**src/rtl/fpu_ss_prd_arbiter.sv**
```systemverilog
// fpu_ss_prd_arbiter: shares one predecoder between NumReq requesters.
// Only one lookup is in flight at a time: request handshake -> LOOKUP -> RESP.
// Build option: FPU_SS_PRD_ARB_RR_EN defined selects round-robin arbitration;
// left undefined, the lowest-index valid requester always wins.

package fpu_ss_pkg;
    typedef struct packed {
        logic [31:0] q_instr_data;
    } acc_prd_req_t;

    typedef struct packed {
        logic       p_accept;
        logic [1:0] p_writeback;
        logic       p_is_mem_op;
        logic [2:0] p_use_rs;
    } acc_prd_rsp_t;
endpackage

// state  | meaning
// IDLE   | waiting for a request; winner gets q_ready_o combinationally
// LOOKUP | instruction register drives the predecoder; capture its answer
// RESP   | p_valid_o[gnt_q] held with rsp_q until the granted requester takes it
module fpu_ss_prd_arbiter #(
    parameter int NumReq = 2,
    parameter int IdxW   = (NumReq > 1) ? $clog2(NumReq) : 1
) (
    input  logic                                  clk_i,
    input  logic                                  rst_i,
    input  logic [NumReq-1:0]                     q_valid_i,
    output logic [NumReq-1:0]                     q_ready_o,
    input  fpu_ss_pkg::acc_prd_req_t [NumReq-1:0] q_req_i,
    output logic [NumReq-1:0]                     p_valid_o,
    input  logic [NumReq-1:0]                     p_ready_i,
    output fpu_ss_pkg::acc_prd_rsp_t              p_rsp_o,
    output fpu_ss_pkg::acc_prd_req_t              prd_req_o,
    input  fpu_ss_pkg::acc_prd_rsp_t              prd_rsp_i
);
    localparam int SumW = IdxW + 1;

    typedef enum logic [1:0] {
        IDLE   = 2'd0,
        LOOKUP = 2'd1,
        RESP   = 2'd2
    } state_t;

    state_t                   state_q, state_d;
    logic [31:0]              instr_q;
    fpu_ss_pkg::acc_prd_rsp_t rsp_q;
    logic [IdxW-1:0]          gnt_q;
    logic [IdxW-1:0]          ptr_q;
    logic [IdxW-1:0]          win_idx;
    logic                     win_valid;
    logic                     q_hs;
    logic [SumW-1:0]          cand_sum;
    logic [IdxW-1:0]          cand;

`ifdef FPU_SS_PRD_ARB_RR_EN
    logic [IdxW-1:0] ptr_nxt;

    assign ptr_nxt = (win_idx == IdxW'(NumReq - 1)) ? '0 : win_idx + IdxW'(1);

    // Priority pointer moves just past the requester that was granted.
    always_ff @(posedge clk_i or posedge rst_i) begin
        if (rst_i) begin
            ptr_q <= '0;
        end else if (q_hs) begin
            ptr_q <= ptr_nxt;
        end
    end
`else
    // Fixed priority: scan always starts at requester 0.
    assign ptr_q = '0;
`endif

    // Winner: first valid requester scanning upward from ptr_q, wrapping at NumReq.
    always_comb begin
        win_valid = 1'b0;
        win_idx   = '0;
        cand_sum  = '0;
        cand      = '0;
        for (int i = 0; i < NumReq; i++) begin
            cand_sum = {1'b0, ptr_q} + SumW'(i);
            if (cand_sum >= SumW'(NumReq)) begin
                cand_sum = cand_sum - SumW'(NumReq);
            end
            cand = cand_sum[IdxW-1:0];
            if (!win_valid && q_valid_i[cand]) begin
                win_valid = 1'b1;
                win_idx   = cand;
            end
        end
    end

    assign q_hs = (state_q == IDLE) && win_valid;

    // Next-state and handshake outputs.
    always_comb begin
        state_d   = state_q;
        q_ready_o = '0;
        p_valid_o = '0;
        case (state_q)
            IDLE: begin
                if (win_valid) begin
                    q_ready_o[win_idx] = 1'b1;
                    state_d            = LOOKUP;
                end
            end
            LOOKUP: begin
                state_d = RESP;
            end
            RESP: begin
                p_valid_o[gnt_q] = 1'b1;
                if (p_ready_i[gnt_q]) begin
                    state_d = IDLE;
                end
            end
            default: begin
                state_d = IDLE;
            end
        endcase
    end

    // State, instruction, grant and response registers.
    always_ff @(posedge clk_i or posedge rst_i) begin
        if (rst_i) begin
            state_q <= IDLE;
            instr_q <= '0;
            gnt_q   <= '0;
            rsp_q   <= '0;
        end else begin
            state_q <= state_d;
            if (q_hs) begin
                instr_q <= q_req_i[win_idx].q_instr_data;
                gnt_q   <= win_idx;
            end
            if (state_q == LOOKUP) begin
                rsp_q <= prd_rsp_i;
            end
        end
    end

    // rsp_q only changes in LOOKUP, so the payload is stable for all of RESP.
    assign p_rsp_o                = rsp_q;
    assign prd_req_o.q_instr_data = instr_q;

endmodule

```
**config.mk**
```make
export PLATFORM = sky130hd
export DESIGN_NAME = fpu_ss_prd_arbiter
export DESIGN_NICKNAME = d
export VERILOG_FILES = /design/src/rtl/fpu_ss_prd_arbiter.sv
export SDC_FILE = /design/constraint.sdc
export NUM_CORES = 1
export LEC_CHECK = 0
export CAP_MARGIN = 25
export CORE_ASPECT_RATIO = 1.4
export CORE_MARGIN = 3
export CORE_UTILIZATION = 40
export CTS_BUF_LIST = sky130_fd_sc_hd__clkbuf_8
export DETAILED_ROUTE_END_ITERATION = 7
export DONT_BUFFER_PORTS = 1
export MAX_ROUTING_LAYER = met4
export SLEW_MARGIN = 10
export SYNTH_ARGS = -nofsm -noshare
export SYNTH_HDL_FRONTEND = slang
export SYNTH_SLANG_ARGS = --single-unit
```
**constraint.sdc**
```tcl
create_clock -name clk_i -period 1.41 [get_ports clk_i]
set_input_delay 0.282 -clock clk_i [delete_from_list [all_inputs] [get_ports clk_i]]
set_output_delay 0.282 -clock clk_i [all_outputs]
set_load 0.02 [all_outputs]
```
* Word-level counts from Yosys, hierarchy flattened
Cells that the tools add are included.
Storage, ports and cells: register bits after elaboration 42, latch bits 0, memory bits (writable) 0, bits in read-only memories 0, bits of input ports 77, output and inout port bits 43, memories kept 0
Operators by class: $add $sub $neg 0, multiply operators 0, div/mod/pow operators 0, order comparisons 4, equal/unequal tests 4, shift operators 0, multiplexer cells 17, bitwise logic cells 0, reduce and logical (&&, ||, !) cells 7
Operator list (number):
- 32-bit two-way mux | 2
- 2-bit two-way mux | 5
- 1-bit two-way mux | 7
- 2-bit one-hot mux with 3 select lines | 1
- 1-bit logical AND | 4
- 1-bit by 2-bit < comparator with 1-bit output (second input constant) | 2
- 2-bit != test (second input constant) | 2
- 1-bit demux with 1-bit select | 2
- 2-bit by 1-bit equality test with 1-bit output (second input constant) | 1
- 2-bit equality test (second input constant) | 1
- 1-bit greater-or-equal comparator (second input constant) | 2
- 2-bit logical NOT | 1
- 2-bit AND reduction | 1
- 1-bit logical NOT | 1

* Depth between registers and ports, before layout
depth after elaboration 10, gate-level depth with buffers 5

* Least setup slack after synthesis
No wires, ideal clock.
path type input to output, start point input q_valid_i[0], end point output q_ready_o[1], data arrival time 1.157 ns, setup slack -0.029 ns, stages 4, buffers on the path 2, cells stage by stage nand2b_1 > buf_6 > buf_8 > nor3_1
On the way: longest elaborated chain between the ends 10, elaborated cells on any way between the ends 12, those cells by class order compare (2); mux (7); reduce/logical (3)
Ends and longest elaborated chain:
- start, declared | line 29 | input logic [NumReq-1:0] q_valid_i,
- 1-bit two-way mux * | line 87 | if (!win_valid && q_valid_i[cand]) begin
- 1-bit logical NOT | line 87
- 1-bit logical AND | line 87
- 1-bit two-way mux | line 87
- 1-bit by 2-bit < comparator with 1-bit output (not written as such) or 1-bit greater-or-equal comparator (tied branches) | line 104 | q_ready_o[win_idx] = 1'b1;
- 1-bit logical AND (not written as such) | line 104
- 1-bit two-way mux (not written as such) | line 104
- 1-bit demux with 1-bit select | line 104
- 2-bit two-way mux * | line 103 | if (win_valid) begin
- 2-bit two-way mux * | line 101 | case (state_q)
- end, declared | line 30 | output logic [NumReq-1:0] q_ready_o,
Mark *: on every way between the ends. The rest lies on a longest branch, timed or not.

* Worst setup path after layout
start point register state_q[0], end point output p_valid_o[1]
On the way: longest elaborated chain between the ends 2
Ends and longest elaborated chain:
- start, declared | line 46 | state_t state_q, state_d;
- start signal, assigned | line 131 | state_q <= state_d;
- 2-bit equality test | line 101
- 2-bit two-way mux | line 101
- end, declared | line 32 | output logic [NumReq-1:0] p_valid_o,
No other way between the ends.

==> results.md <==
- GR Overflow Total: 0
- Input/output buffers: 0
- IO Pins: 120
- Fillers: roughly 480
- Clk_lat worst skew: 290 ps
- Top cell type's share of synthesized area: ~47%
- Int Power: 3630 µW
- Post-Route WL: 4.49 mm
- TritonCTS Buffers: 5
- Vias in the first global route: around 1,300
- Crit share post-route: 104%
- First-pass GRT wire length: 7.00 mm
- Largest net degree at the start of global routing: 43
- Met3 WL post-DR: 433 µm
- M1 wire length: 1.69 mm
- Worst Setup End Kind: output port
- Sequential share of the synthesized area: 47.0%
- PD cells: 2350 mW/mm²
- Htree depth: 2
- Worst EP required: 1130 ps
- Fmax achieved: a little under 0.7 GHz
- Max Clock Skew: 5.56 ps
- Final hold slack: 135 ps
- Met2 Routed Length: 2.33 mm
- Synth Flop Type: dfrtp_1
- Failing checks: negative setup slack
- Final Hold Vio Count: 0
- DIE AREA: 0.00654 mm²
- Crit path max fanout: 3
- DRT antenna net count: 0
- Root Driver: clkbuf_8
- 1st-iter DRT viols: 30
- DR pass1 iterations: 4
- CTS tree: built
- Tmin final: 1460 ps
- Slew @ Worst Pin: about 360 ps
- Synth Warn #: 0
- Post-CTS setup buffer count: 0
- Max_cap viols: 0
- Total number of vias: about 1,200
- ANT cells: 0
- Number of synthesized register bits: 42
- Core Box Area: 0.00528 mm²
- Most common cell in the netlist: mux2_4
- Commonest cells post-synth: mux2_4, dfrtp_1, mux2_2
- Initial antenna violation count: 0
- Post-layout net count: 225
- Die Wd: 69.2 µm
- Critical path class: register to output port
- CP most frequent cell: buf_6
- Comb power frac: 36.0%
- Worst hold path class: primary input to register
- Syn Area/Cell: around 16 µm²
- DR top layer: met4
- Sw Pwr: 2330 µW
- Clk sinks: 42
- DP Worst Slack: 6.22 ps
- Row cnt: 31
- Synth-to-Final Area Change: 13.6%
- RSZ-0062 raised after global routing: true
- Via density: 5.39
- Area after DPL: 0.00239 mm²
- Synth top area cells: dfrtp_1, mux2_4, mux2_2
- Max-slew violations: 0
- Status: finished, violations left
- Crit-path slowest cell: dfrtp_1
- Clock power share: 13.4%
- Cell area after layout: 0.00254 mm²
- Final setup vio count: 4
- Critical path's largest stage delay: 400 ps
- Syn nets: between 200 and 250
- Sw frac: 39.1%
- Cells along the critical path: buf_6, nand2b_4, nor2_4, buf_6
- Max-slew headroom: 75.7%
- Global Route Usage Sum: 14.0%
- Cells after synthesis: approximately 140
- Die height: approximately 95 µm
- CTS Buffer Depth: 2
- Final worst slack: -54.2 ps
- Mapped Area: 0.00224 mm²
- DPL Wire Length: 3.34 mm
- Library cells used by synthesis: 16
- Leakage: 0.00121 µW
- Startpoint Class: register
- WP data arrival: 1180 ps
- Wire per inst: 20.9 µm
- Synth async-reset ratio: 100%
- Cell taking the most area after synthesis: dfrtp_1
- Number of synthesized flops with an enable pin: 0
- CTS clk-pin slew, worst paths: 80 ps
- Sequential power share: 50.6%
- Peak VDD IR: 997 µV
- Drt drc: 0
- Fraction of layout cells with a size suffix above 1: about 66%
- GP Congestion: about 0.77
- Initial Util: 42.4%
[critical path: cells and delay by family, from the launching register on]
family / cells / cell delay, ps
buf+inv: 2 / 240
simple gates: 2 / 250
flops: 1 / 400
[layout by cell type (no fill, tap or decap)]
| master | netlist | final |
|---|---|---|
| a21oi_1 | 1 | 1 |
| and2_4 | 0 | 1 |
| buf_12 | 0 | 5 |
| buf_4 | 3 | 2 |
| buf_6 | 1 | 5 |
| clkbuf_8 | 0 | 6 |
| clkinv_1 | 0 | 1 |
| clkinv_2 | 0 | 1 |
| clkinvlp_4 | 0 | 1 |
| dfrtp_1 | 42 | 42 |
| dlygate4sd3_1 | 0 | 1 |
| inv_1 | 2 | 1 |
| mux2_2 | 14 | 14 |
| mux2_4 | 58 | 58 |
| nand2b_1 | 3 | 1 |
| nand2b_2 | 0 | 1 |
| nand2b_4 | 0 | 1 |
| nor2_1 | 4 | 2 |
| nor2_4 | 0 | 2 |
| nor3_2 | 0 | 1 |
| o21a_2 | 0 | 1 |
| o21ai_0 | 1 | 1 |
[registers in the layout, indices dropped and copies added (netlist names)]
| register | flops |
|---|---|
| state_q | 2 |
| prd_req_o | 32 |
| gnt_q | 1 |
| p_rsp_o | 7 |
[power by group through the flow]
stage                     clock network, µW  registers, µW  logic, µW
final                                   801           3020       2150
after global routing                    908           3110       2290
after CTS                               843           3030       2110
after floorplan                           0           2890       1670
after detailed placement                  0           3040       2050
after global placement                    0           3030       1970
[per-stage QoR]
step	util [%]	std cells	total power, µW	TNS, ps
after CTS	47.7	215	5980	-186
after global placement	45.4	206	5000	0
after detailed placement	45.4	206	5090	0
final	48.2	215	5970	-124
after floorplan	-	137	4560	-747
after global routing	48.2	215	6300	-1880
[final cells by class]
type / instances / area [µm²] / area share, %
Inverter: 2 / 7.51 / 0.295
Clock inverter: 2 / 12.5 / 0.492
Multi-Input combinational cell: 84 / 1120 / 44.2
Clock buffer: 6 / 82.6 / 3.25
Timing Repair Buffer: 13 / 181 / 7.14
Tap cell: 66 / 82.6 / 3.25
Sequential cell: 42 / 1050 / 41.3
[logic make-up (layout without fill, tap and decap cells)]
group	after synthesis	after routing	share of synthesized area, %
multiplexers	72	72	45.9
AND/OR/NAND/NOR	9	9	2.07
flip-flops	42	42	47.0
AO/OA/AOI/OAI	3	3	0.782
buffers and inverters	11	23	4.25
[layer usage]
metal | track usage, % | vias up
li1 | - | 499
met1 | 16.1 | 574
met2 | 22.5 | 81
met3 | 5.22 | 4
met4 | 4.89 | 0
met5 | - | -
[repair_timing]
item                                    4_1_cts  5_1_grt
endpoints found under the setup margin        4       36
resized for setup                             4        7
hold endpoints to repair                     42        0
pin swaps                                     1        0
hold buffers                                  1        0
[path summary, 6_finish.rpt]
path | start | endpoint | slack [ps] | depth (start not counted)
hold reg to reg | gnt_q$_DFFE_PP0P_ | gnt_q$_DFFE_PP0P_ | 630 | 2
hold / removal | prd_rsp_i[0] | p_rsp_o[0]$_DFFE_PP0N_ | 140 | 1
min in group asynchronous | rst_i | p_rsp_o[0]$_DFFE_PP0N_ | 480 | 3
setup / recovery | state_q[0]$_DFFE_PP0P_ | p_valid_o[1] | -50 | 4
setup reg to reg | state_q[0]$_DFFE_PP0P_ | prd_req_o[25]$_DFFE_PP0P_ | 0 | 4
max in group asynchronous | rst_i | prd_req_o[30]$_DFFE_PP0P_ | 720 | 3
Note: power is estimated with default switching activity, not from simulation.
